[src/rtl/frame_sequencer.sv]
// Call/return frame sequencer: pushes and pops 16-bit PC frames on the page-0x01 byte stack.
// Optional overflow/underflow trap enabled by defining FRAME_SEQ_OVERFLOW_TRAP_EN.
module frame_sequencer (
    input  logic        clk,
    input  logic        reset,
    input  logic        call_req,
    input  logic        ret_req,
    input  logic [7:0]  save_out,
    input  logic [15:0] load_out,
    output logic        loader_select,
    output logic [15:0] mem_addr,
    output logic        mem_we,
    output logic [7:0]  mem_wdata,
    output logic        pc_load_en,
    output logic [15:0] pc_load_value,
    output logic        ready,
    output logic        done,
    output logic        fault,
    output logic [7:0]  stack_ptr
);

    typedef enum logic [2:0] {
        StIdle,
        StPushHi,
        StPushLo,
        StPopRdLo,
        StPopRdHi,
        StPopLoad
    } state_t;

    localparam logic [7:0] StackPage = 8'h01;

    state_t state;
    logic   call_blocked;
    logic   ret_blocked;

    // Data paths stay combinational so the cache unit can respond to loader_select in-cycle.
    assign mem_wdata     = mem_we ? save_out : 8'h00;
    assign pc_load_value = pc_load_en ? load_out : 16'h0000;

    always_ff @(posedge clk or posedge reset) begin
        if (reset) begin
            state         <= StIdle;
            stack_ptr     <= 8'hFF;
            loader_select <= 1'b0;
            mem_addr      <= 16'h0000;
            mem_we        <= 1'b0;
            pc_load_en    <= 1'b0;
            ready         <= 1'b1;
            done          <= 1'b0;
        end else begin
            loader_select <= 1'b0;
            mem_addr      <= 16'h0000;
            mem_we        <= 1'b0;
            pc_load_en    <= 1'b0;
            ready         <= 1'b0;
            done          <= 1'b0;
            unique case (state)
                StIdle: begin
                    if (call_req && !call_blocked) begin
                        state    <= StPushHi;
                        mem_we   <= 1'b1;
                        mem_addr <= {StackPage, stack_ptr};
                    end else if (!call_req && ret_req && !ret_blocked) begin
                        state    <= StPopRdLo;
                        mem_addr <= {StackPage, stack_ptr + 8'd1};
                    end else begin
                        ready <= 1'b1;
                    end
                end
                StPushHi: begin
                    state         <= StPushLo;
                    mem_we        <= 1'b1;
                    loader_select <= 1'b1;
                    mem_addr      <= {StackPage, stack_ptr - 8'd1};
                end
                StPushLo: begin
                    state     <= StIdle;
                    stack_ptr <= stack_ptr - 8'd2;
                    done      <= 1'b1;
                    ready     <= 1'b1;
                end
                StPopRdLo: begin
                    state    <= StPopRdHi;
                    mem_addr <= {StackPage, stack_ptr + 8'd2};
                end
                StPopRdHi: begin
                    // High byte arrives next cycle; cache unit combines it with the latched low byte.
                    state         <= StPopLoad;
                    loader_select <= 1'b1;
                    pc_load_en    <= 1'b1;
                end
                StPopLoad: begin
                    state     <= StIdle;
                    stack_ptr <= stack_ptr + 8'd2;
                    done      <= 1'b1;
                    ready     <= 1'b1;
                end
                default: begin
                    state <= StIdle;
                    ready <= 1'b1;
                end
            endcase
        end
    end

`ifdef FRAME_SEQ_OVERFLOW_TRAP_EN
    logic [7:0] frame_cnt;
    logic       fault_q;

    assign call_blocked = (frame_cnt == 8'd128);
    assign ret_blocked  = (frame_cnt == 8'd0);
    assign fault        = fault_q;

    always_ff @(posedge clk or posedge reset) begin
        if (reset) begin
            frame_cnt <= 8'd0;
            fault_q   <= 1'b0;
        end else begin
            fault_q <= 1'b0;
            if (state == StIdle) begin
                // call_req has priority, so a blocked call faults even if ret_req is also set.
                fault_q <= call_req ? call_blocked : (ret_req && ret_blocked);
            end
            if (state == StPushLo) begin
                frame_cnt <= frame_cnt + 8'd1;
            end else if (state == StPopLoad) begin
                frame_cnt <= frame_cnt - 8'd1;
            end
        end
    end
`else
    assign call_blocked = 1'b0;
    assign ret_blocked  = 1'b0;
    assign fault        = 1'b0;
`endif

endmodule

[config.mk]
export PLATFORM = sky130hd
export DESIGN_NAME = frame_sequencer
export DESIGN_NICKNAME = d
export VERILOG_FILES = /design/src/rtl/frame_sequencer.sv
export SDC_FILE = /design/constraint.sdc
export NUM_CORES = 1
export LEC_CHECK = 0
export ABC_AREA = 1
export CORE_UTILIZATION = 30
export CTS_BUF_LIST = sky130_fd_sc_hd__clkbuf_4 sky130_fd_sc_hd__clkbuf_8
export CTS_CLUSTER_DIAMETER = 60
export CTS_CLUSTER_SIZE = 25
export DETAILED_ROUTE_END_ITERATION = 6
export DONT_BUFFER_PORTS = 1
export SLEW_MARGIN = 20
export SYNTH_ARGS = -nofsm -noshare
export SYNTH_HDL_FRONTEND = slang
export SYNTH_SLANG_ARGS = --single-unit
export TNS_END_PERCENT = 10
[constraint.sdc]
create_clock -name clk -period 2.78 [get_ports clk]
set_input_delay 0.695 -clock clk [delete_from_list [all_inputs] [get_ports clk]]
set_output_delay 0.695 -clock clk [all_outputs]
set_load 0.01 [all_outputs]
Yosys cells after proc, flatten, opt, wreduce, memory -nomap -nowiden
Cells that the tools add are included.
{"block": "word_totals", "ff_bits": 32, "inputBits": 28, "wordCells": 42}
{"block": "classes", "add_sub_neg": 4, "n_eq_ne": 6, "mux": 17, "n_reduce_logical": 7}
{"cell": "case mux 9 bit (3 select lines)", "n": 1}
{"cell": "2-to-1 mux 9 bit", "n": 2}
{"cell": "2-to-1 mux 16 bit", "n": 1}
{"cell": "case mux 8 bit (2 select lines)", "n": 1}
{"cell": "case mux 3 bit (4 select lines)", "n": 1}
{"cell": "adder 8 x 1 -> 8 bit (second input constant)", "n": 1}
{"cell": "adder 8 x 2 -> 8 bit (second input constant)", "n": 1}
{"cell": "2-to-1 mux 8 bit", "n": 1}
{"cell": "subtractor 8 x 1 -> 8 bit (second input constant)", "n": 1}
{"cell": "subtractor 8 x 2 -> 8 bit (second input constant)", "n": 1}
{"cell": "equality test 3 x 2 -> 1 bit (second input constant)", "n": 2}
{"cell": "equality test 3 bit (second input constant)", "n": 2}
{"cell": "2-to-1 mux 1 bit", "n": 6}
{"cell": "2-to-1 mux 3 bit", "n": 2}
{"cell": "case mux 1 bit (2 select lines)", "n": 2}
{"cell": "OR reduction 2 bit", "n": 2}
{"cell": "equality test 3 x 1 -> 1 bit (second input constant)", "n": 1}
{"cell": "zero test 3 bit", "n": 1}
{"cell": "inequality test 3 bit (second input constant)", "n": 1}
{"cell": "OR reduction 3 bit", "n": 1}
{"cell": "nonzero test 2 bit", "n": 1}
{"cell": "logical AND 1 bit", "n": 1}
{"cell": "zero test 1 bit", "n": 1}

Logic depth before layout (Yosys ltp)
{"block": "depth", "ltp_word": 5, "ltp_mapped": 8}

Worst setup path before layout
No wires, ideal clock.
{"block": "synth_path", "kind": "flip-flop to output port", "from": "register pc_load_en", "to": "output pc_load_value[10]", "arrival_time_ns": 1.028, "t_required_ns": 2.085, "path_slack_ns": 1.057, "stages_incl_launch_ff": 5, "cell_sequence": "dfrtp_1 > clkbuf_1 > clkbuf_1 > nand2_1 > inv_1"}
{"block": "synth_via", "elab_chain_cells": 1}
{"item": "from (decl)", "line_no": "14", "text": "output logic pc_load_en,"}
{"item": "from (signal assigned)", "line_no": "48", "text": "pc_load_en <= 1'b0;"}
{"item": "from (signal assigned)", "line_no": "55", "text": "pc_load_en <= 1'b0;"}
{"item": "from (signal assigned)", "line_no": "91", "text": "pc_load_en <= 1'b1;"}
{"item": "2-to-1 mux 16 bit", "line_no": "39", "text": "assign pc_load_value = pc_load_en ? load_out : 16'h0000;"}
{"item": "to (decl)", "line_no": "15", "text": "output logic [15:0] pc_load_value,"}
No other way between the ends.

Final worst setup path
{"block": "layout_path", "from": "register pc_load_en", "to": "output pc_load_value[12]"}
Same word-level chain as after synthesis.

==> summary.txt <==
CTS
  • Latest clock arrival within the worst-skew pair: 0.27 ns
  • Total number of clock tree sinks: 24
  • Largest buffer count on any clock path: 2
  • Post-cts gate resize count: 0
  • Clock slew at the register clock pins of the worst setup and hold paths: 0.09 ns
  • Clock H-tree levels: 1
  • TritonCTS buffer count: 3
  • Hold bufs inserted after CTS: 0
  • Clk root buf: sky130_fd_sc_hd__clkbuf_8
  • Post-CTS Setup Inserts: 0
  • Clock tree from TritonCTS: yes

Placed design
  • HPWL after detailed placement: 2600 microns
  • Worst setup timing slack at the placement stage: 1.18 ns
  • Final Wtd Congestion: 0.836
  • Number of placed instances with taps included: 242
  • Count of buffers inserted at the top-level ports: 0

Floorplan
  • Placeable core region: 0.00450 sq mm
  • Row cnt: 24
  • Die width: 71.4 microns
  • I/O pin total: 82
  • Overall die area: 0.00510 sq mm
  • Initial core utilization: 32.1%
  • Die H: 71.4 microns

Setup path
  • Worst setup path category: reg2out
  • Setup crit start: pc_load_en$_DFF_PP0_
  • Slack of the worst reg-to-reg path: 1.23 ns
  • Max incr delay on CP: 0.68 ns
  • Launch point of the worst reg-to-reg path: stack_ptr[1]$_DFFE_PP1P_
  • Arrival time at the worst endpoint: 1.20 ns
  • Buffers and inverters on the worst path: 1
  • Ordered list of cells on the worst path: nand2_1, inv_1
  • Cell with the biggest individual delay on the critical path: sky130_fd_sc_hd__dfrtp_1
  • Kind of capture point of the worst setup path: primary output
  • Crit path depth: 2
  • Cell count of the worst reg-to-reg path: 6
  • Worst path required time: 2.09 ns
  • Maximum fanout along the worst path: 17
  • Launching element type of the critical path: register
  • CP top delay family: flip-flops
  • Critical register-to-register path endpoint: stack_ptr[7]$_DFFE_PP1P_
  • Worst Setup EP: pc_load_value[12]

Global route
  • Antenna violations before repair: 0
  • First-pass GRT wire length: 5150 microns
  • GRT overflow: 0
  • Pin count of the biggest net entering global routing: 25
  • Total track usage: 13.2%
  • Number of global-route vias before repair: 1080

Run
  • Number of max-cap violations: 0

Logic synthesis
  • Post-Synth Adder-Cell Area: 1.73%
  • Leading area contributor after synthesis: sky130_fd_sc_hd__dfrtp_1
  • Most common cell in the synthesized netlist: sky130_fd_sc_hd__nand2_1
  • Number of enable flip-flop cells after synthesis: 0
  • Distinct cell type count of the synthesized netlist: 27
  • Post-Syn Area: 0.00145 sq mm
  • Main area contributors after synthesis: sky130_fd_sc_hd__dfrtp_1, sky130_fd_sc_hd__dfstp_2, sky130_fd_sc_hd__nand2_1
  • Synthesis-stage register bit count: 24
  • Ys Warns: 0
  • Mux contribution to synthesized area: 0%
  • Synth Area in Simple Gates: 25.7%
  • Share of the synthesized area in the top cell type: 27.7%
  • Mean cell area of the mapped netlist: 7.26 sq um
  • Combinational family with the most area after synthesis: simple AND/OR/NAND/NOR gates
  • Commonest cells post-synth: sky130_fd_sc_hd__nand2_1, sky130_fd_sc_hd__inv_1, sky130_fd_sc_hd__nand3_1
  • Xor-xnor portion of the synthesized cell area: 2.42%
  • Most used DFF post-synth: sky130_fd_sc_hd__dfrtp_1
  • Cells after synthesis: 199
  • Synthesized-area fraction occupied by ao, oa, aoi and oai cells: 9.70%
  • Share of the yosys chip area belonging to registers: 42.3%
  • Fraction of registers with async set or reset after synthesis: 100%

Timing
  • Relative max-transition margin: 41.4%
  • Top achievable clock speed: 528 MHz
  • Worst setup slack after layout: 0.887 ns
  • Tcrit/Tclk final: 68.1%
  • Worst-case clock skew: 0.00674 ns
  • Final critical-path required period: 1.89 ns
  • Final count of pins violating max slew: 0
  • RSZ-0062 raised after global routing: false
  • Hold Vio Cnt, Final: 0
  • Worst-Margin Slew: 0.878 ns
  • Setup violations, final: 0
  • Total Negative Setup Slacks: 0 ns

Finish
  • Final-layout fill cell count: 474
  • Nets@finish: 225
  • Layout area overhead: 3.38%
  • Share of layout cells above drive strength 1: 9.79%
  • Count of antenna diodes in the layout: 0
  • Post-route insts no fill: 246

Routing
  • Average routed wire per standard cell: 13.6 microns
  • Detailed-route vias per instance: 4.83
  • Number of design-rule violations left by the first detailed-router iteration: 78
  • Remaining antenna violation count: 0
  • Total Routed Length: 3350 microns
  • Residual DRC count: 13
  • Number of vias in the routed layout: 1187
  • Drt pass-1 iters: 7

Worst hold path
  • Class of the most critical hold timing path: in2async

Pwr
  • Total power divided by cell area: 1150 mW/mm^2
  • Peak ir drop on the vdd network: 0.309 mV
  • Standby leakage power: 0.869 nW

Run status
  • Violations in the final reports: design-rule violations
  • Run status: complete, but fails checks
layer usage:
| layer | share of wire (%) | GRT usage (%) |
|---|---|---|
| met1 | 40 | 14.4 |
| met2 | 49 | 23.3 |
| met3 | 9.5 | 4.08 |
| met4 | 1.8 | 6.67 |
| met5 | 0 | 0 |
how the worst min path moves through the flow:
stage | endpoint
finish | mem_addr[5]$_DFF_PP0_
global route | stack_ptr[7]$_DFFE_PP1P_
CTS | stack_ptr[7]$_DFFE_PP1P_
detailed placement | stack_ptr[7]$_DFFE_PP1P_
global placement | stack_ptr[7]$_DFFE_PP1P_
floorplan | stack_ptr[7]$_DFFE_PP1P_
area by class of cell:
cell class	instances	area (sq um)	share of cell area (%)
clock buffer	4	55.1	3.69
inverter	42	158	10.6
multi-input combinational	124	606	40.5
sequential	24	611	40.9
tap	52	65.1	4.36
where the power goes:
part           leakage [nW]  total, W  switching [W]  internal (W)
sequential            0.289  0.000818       0.000266      0.000552
clock                0.0288  0.000239       0.000112      0.000127
combinational         0.551  0.000666       0.000447      0.000219
total                 0.869   0.00172       0.000824      0.000898
flip-flops by register name, summed over array words and instances (netlist names):
name / flops
state: 3
pc_load_en: 1
loader_select: 1
done: 1
ready: 1
mem_addr: 9
mem_we: 1
stack_ptr: 7
metrics by stage:
stage	utilization (%)	hold slack (ns)	total power, W	area (sq um)
finish	33.2	0.490	0.00172	1490
CTS	33.2	0.532	0.00174	1490
global placement	31.9	0.517	0.00148	1440
detailed placement	31.9	0.520	0.00150	1440
global route	33.2	0.560	0.00187	1490
floorplan	-	0.491	0.00135	1470
placed cells by master (no fill, tap or decap), types with 2 or more instances in the layout:
cell type	synthesis	routed
sky130_fd_sc_hd__dfrtp_1	16	16
sky130_fd_sc_hd__conb_1	2	9
sky130_fd_sc_hd__o21ai_2	2	2
sky130_fd_sc_hd__xor2_1	3	3
sky130_fd_sc_hd__nand4_1	3	3
sky130_fd_sc_hd__o22ai_1	4	4
sky130_fd_sc_hd__o21ai_0	10	10
sky130_fd_sc_hd__nand3_1	17	17
sky130_fd_sc_hd__ha_1	2	2
sky130_fd_sc_hd__inv_1	41	41
sky130_fd_sc_hd__o211ai_1	2	2
sky130_fd_sc_hd__nand2_1	51	51
sky130_fd_sc_hd__nor2_1	10	10
sky130_fd_sc_hd__dfstp_2	8	8
sky130_fd_sc_hd__clkbuf_8	0	4
sky130_fd_sc_hd__a21oi_1	3	3
sky130_fd_sc_hd__o21ai_1	2	2
logic make-up (layout without fill, tap and decap cells):
kind of cell | count (synthesis) | count (layout)
XOR/XNOR | 4 | 4
other | 2 | 9
AO/OA/AOI/OAI | 24 | 24
buffers and inverters | 58 | 46
adder cells (fa/ha/maj) | 2 | 2
flip-flops | 24 | 24
AND/OR/NAND/NOR | 85 | 85
worst reg2reg max path, cell delays in order, from the launching register on:
cell and delay (ns):
sky130_fd_sc_hd__dfstp_2 0.67, sky130_fd_sc_hd__ha_1 0.23, sky130_fd_sc_hd__nand3_1 0.14, sky130_fd_sc_hd__o21ai_0 0.24
sky130_fd_sc_hd__nand3_1 0.10, sky130_fd_sc_hd__nand2_1 0.06, sky130_fd_sc_hd__nand2_1 0.04
Note: power is estimated with default switching activity, not from simulation.
==> RTL change 1 (same settings) <==
Build with the macro `FRAME_SEQ_OVERFLOW_TRAP_EN` defined.
--- a/src/rtl/frame_sequencer.sv
+++ b/src/rtl/frame_sequencer.sv
@@ -2,2 +2,4 @@
 // Optional overflow/underflow trap enabled by defining FRAME_SEQ_OVERFLOW_TRAP_EN.
+`define FRAME_SEQ_OVERFLOW_TRAP_EN
+
 module frame_sequencer (
Behaviour: not the same (Yosys sat finds a counterexample within 4 cycles, from zero or initial values and one cycle with reset high).
==> RTL change 1 against the original RTL <==
- wire length rose by 44%
- design area is 60% higher
- critical endpoint is now frame_cnt[7]
- clock skew decreased by 0.76 ps
- largest power group is now combinational logic
- sequential share of layout area is 5.8 points lower
- cell count rose by 68%
- sequential power rose by 32%
- setup slack lost 240 ps
- total power increased by 83%
- hold slack got worse by 93 ps
- count of clock-buffer cells in the layout rose by 3
- area after synthesis increased by 54%
- sequential cell count is 9 higher
==> RTL change 1: results (changes against the original RTL) <==
| Metric | Value |
|---|---|
| HPWL reported at the end of detailed placement | `3690 um (was 2600 um)` |
| Status | `completed (was finished with violations)` |
| Combinational group power | `0.00159 W (was 0.000666 W)` |
| Net total in the final layout | `353 (was 225)` |
| Via density per instance | `4.46 (was 4.83)` |
| Proportion of layout cells with a drive suffix above 1 | `9.46% (was 9.79%)` |
| Worst min-delay path class | `input port to async pin (unchanged)` |
| Relative slew margins | `63.5% (was 41.4%)` |
| Global-route wire length before repair | `7730 um (was 5150 um)` |
| Maximum number of pins on one net before global-route repair | `34 (was 25)` |
| Number of detailed-routing iterations run before antenna repair | `5 (was 7)` |
| Iteration-0 DRC Markers | `82 (was 78)` |
| Largest fanout on the critical path | `11 (was 17)` |
| Clock buffers created by TritonCTS | `5 (was 3)` |
| Post-synthesis compound-gate area fraction | `4.62% (was 9.70%)` |
| CTS clock-pin slew for the worst setup and hold paths | `70 ps (was 90 ps)` |
| Share of power burned in the clock network | `15.4% (was 13.8%)` |
| Post-synth cell types | `33 (was 27)` |
| Power attributed to the clock group | `0.000486 W (was 0.000239 W)` |
| Xor-xnor portion of the synthesized cell area | `2.76% (was 2.42%)` |
| Crit-path leading delay family | `simple AND/OR/NAND/NOR gates (was flip-flops)` |
| Via count of the first global-routing pass | `1695 (was 1080)` |
| Placer's final routability congestion estimate | `0.863 (was 0.836)` |
| Leading post-synthesis cells by cell area | `sky130_fd_sc_hd__dfrtp_1 28%, sky130_fd_sc_hd__nand2_1 19%, sky130_fd_sc_hd__inv_1 10% (was sky130_fd_sc_hd__dfrtp_1 28%, sky130_fd_sc_hd__dfstp_2 15%, sky130_fd_sc_hd__nand2_1 13%)` |
| Sequential-to-total area share from yosys stat | `37.7% (was 42.3%)` |
| Peak per-stage delay on the critical path | `500 ps (was 680 ps)` |
| Total wire length after detailed routing | `4810 um (was 3350 um)` |
| Regs by FF count | `mem_addr x9, frame_cnt x8, stack_ptr x7 (was mem_addr x9, stack_ptr x7, state x3)` |
| All-Layer GR Usage | `13.0% (was 13.2%)` |
| Post-synthesis adder-cell area fraction | `5.41% (was 1.73%)` |
| Leakage power | `1.42 nW (was 0.869 nW)` |
## RTL change 1: changes by cell type after synthesis, sizes merged, moves of 4 or more
cell / before / now
nand3: 18 / 30
ha: 2 / 8
dfrtp: 16 / 25
nand2: 52 / 113
inv: 42 / 64
o22ai: 4 / 0
nor2: 12 / 17
## RTL change 1: cells by family after synthesis
kind of cell	count (synthesis)
adders and majority gates	9
xor gates and xnor gates	7
and+or+nand+nor	168
DFF	33
other	2
AOI/OAI and AO/OA	19
buffers and inverters	79
## RTL change 1: area by class of cell
type | count | area [um^2]
multi-input combinational | 211 | 1060
clock buffer | 7 | 90.1
fill | 750 | 4600
sequential | 33 | 836
clock inverter | 1 | 30.0
tap | 96 | 120
inverter | 64 | 243
timing repair buffer | 1 | 7.51
## RTL change 1: final timing paths
path / slack, ps / depth (start not counted) / to / from
min: 400 / 2 / mem_addr[0] / reset
max reg2reg: 650 / 10 / frame_cnt[7] / state[2]
min reg2reg: 510 / 2 / frame_cnt[7] / frame_cnt[7]
max in group asynchronous: 2040 / 2 / stack_ptr[4] / reset
max: 650 / 10 / frame_cnt[7] / state[2]
min in group clk: 510 / 2 / frame_cnt[7] / frame_cnt[7]
## RTL change 1: routing by layer
layer  up-vias  wire length [um]  GRT usage (%)
li1        933                 -              -
met1       819              2030           14.8
met2        84              2360           24.0
met3         5               383           3.68
met4         0                31           3.08
met5         -                 0              0
## RTL change 1: stage by stage
stage | instances | worst slack, ps | util (%) | hold slack (ps) | area (um^2)
after floorplan | 323 | 817 | - | 462 | 2240
after global placement | 405 | 713 | 32.4 | 490 | 2260
after detailed placement | 405 | 662 | 32.4 | 498 | 2260
after CTS | 413 | 660 | 34.1 | 405 | 2380
after global routing | 413 | 453 | 34.1 | 422 | 2380
final | 413 | 650 | 34.1 | 397 | 2380
==> RTL change 2 (same settings) <==
Without the edit above. Encoding of `state_t`: now Gray code (3 bits for 6 states).
--- a/src/rtl/frame_sequencer.sv
+++ b/src/rtl/frame_sequencer.sv
@@ -22,8 +22,8 @@
     typedef enum logic [2:0] {
-        StIdle,
-        StPushHi,
-        StPushLo,
-        StPopRdLo,
-        StPopRdHi,
-        StPopLoad
+        StIdle    = 3'b000,
+        StPushHi  = 3'b001,
+        StPushLo  = 3'b011,
+        StPopRdLo = 3'b010,
+        StPopRdHi = 3'b110,
+        StPopLoad = 3'b111
     } state_t;
Check against the original RTL: no difference found for any inputs over 10 cycles, from zero or initial values and one cycle with reset high; not proved beyond that.
==> RTL change 2 against the original RTL <==
- the flow still finishes with violations (DRC)
- register-to-register slack gained 50 ps
- first-iteration DRC count shrank 31%
- sequential power shrank 1%
- count of clock-buffer cells in the layout is the same
- sequential cell count is the same
- total power shrank 0.22%
- hold slack lost 2.9 ps
- setup slack lost 18 ps
- wire length shrank 4.5%
- area after synthesis shrank 0.61%
- design area is essentially flat
- critical path type unchanged
- critical endpoint is now pc_load_value[10]
- largest cell class is now multi-input combinational cells
- highest routed layer unchanged
==> RTL change 2: results (changes against the original RTL) <==
| Metric | Value |
|---|---|
| Multi-Input Combinational | `129 (was 124)` |
| Multi-input combinational area share | `41.3% (was 40.5%)` |
| Proportion of layout cells with a drive suffix above 1 | `11.7% (was 9.79%)` |
| Non-filler cells, final | `248 (was 246)` |
| Count of cells along the worst register-to-register path | `5 (was 6)` |
| Global-route wire length before repair | `5050 um (was 5150 um)` |
| Vias post-DR | `1184 (was 1187)` |
| Data arrival, critical path | `1220 ps (was 1200 ps)` |
| Setup slack on the worst flop-to-flop path | `1280 ps (was 1230 ps)` |
| Mean instance size in the synthesized netlist | `7.25 um^2 (was 7.26 um^2)` |
| Top cells by count, synth | `60 x sky130_fd_sc_hd__nand2_1, 36 x sky130_fd_sc_hd__inv_1, 16 x sky130_fd_sc_hd__dfrtp_1 (was 51 x sky130_fd_sc_hd__nand2_1, 41 x sky130_fd_sc_hd__inv_1, 17 x sky130_fd_sc_hd__nand3_1)` |
| Drt drc | `13 (unchanged)` |
| Leakage power | `0.876 nW (was 0.869 nW)` |
| Violations in the final reports | `DRC (unchanged)` |
| Final Hold Slack | `487 ps (was 490 ps)` |
| Clock network area share | `3.68% (was 3.69%)` |
| Least-Margin Pin Slew | `868 ps (was 878 ps)` |
| Placer's final routability congestion estimate | `0.820 (was 0.836)` |
| Amount of wire on met3 after detailed routing | `355 um (was 319 um)` |
| Leading post-synthesis cells by cell area | `sky130_fd_sc_hd__dfrtp_1 28%, sky130_fd_sc_hd__nand2_1 16%, sky130_fd_sc_hd__dfstp_2 15% (was sky130_fd_sc_hd__dfrtp_1 28%, sky130_fd_sc_hd__dfstp_2 15%, sky130_fd_sc_hd__nand2_1 13%)` |
| Via count of the first global-routing pass | `1089 (was 1080)` |
| Combinational group power | `0.000672 W (was 0.000666 W)` |
| Post-synth cell types | `26 (was 27)` |
| Peak supply drop | `0.247 mV (was 0.309 mV)` |
| Metal-1 WL | `1200 um (was 1340 um)` |
| Detailed route wirelength on metal2 | `1560 um (was 1630 um)` |
| Fin Clk Skew | `6.30 ps (was 6.74 ps)` |
| Inst Count DP | `244 (was 242)` |
| Cell internal power dissipation | `0.000891 W (was 0.000898 W)` |
| Iteration-0 DRC Markers | `54 (was 78)` |
| Status | `finished with violations (unchanged)` |
| HPWL reported at the end of detailed placement | `2480 um (was 2600 um)` |
| Total sequential power | `0.000806 W (was 0.000818 W)` |
| Number of non-clock inverters | `39 (was 42)` |
RTL change 2: logic make-up (layout without fill, tap and decap cells):
| group | after synthesis | after routing | synth area share, % |
|---|---|---|---|
| AND/OR/NAND/NOR | 98 | 98 | 29.6 |
| buffers and inverters | 52 | 43 | 16.3 |
| flip-flops | 24 | 24 | 42.5 |
| AO/OA/AOI/OAI | 14 | 14 | 5.66 |
| XOR/XNOR | 6 | 6 | 3.66 |
| adder cells (fa/ha/maj) | 2 | 2 | 1.74 |
| other | 2 | 9 | 0.523 |
RTL change 2: per-stage QoR:
stage	total power [W]	setup WS, ps
floorplan	0.00134	1160
global placement	0.00148	1210
detailed placement	0.00149	1160
CTS	0.00174	857
global route	0.00189	739
finish	0.00172	869
RTL change 2: worst paths after layout:
check                              from                 to
setup / recovery             pc_load_en  pc_load_value[10]
hold / removal                    reset        mem_addr[6]
setup reg to reg           stack_ptr[2]       stack_ptr[7]
hold reg to reg                state[2]       stack_ptr[2]
max in group asynchronous         reset        mem_addr[1]
min in group clk                ret_req              ready
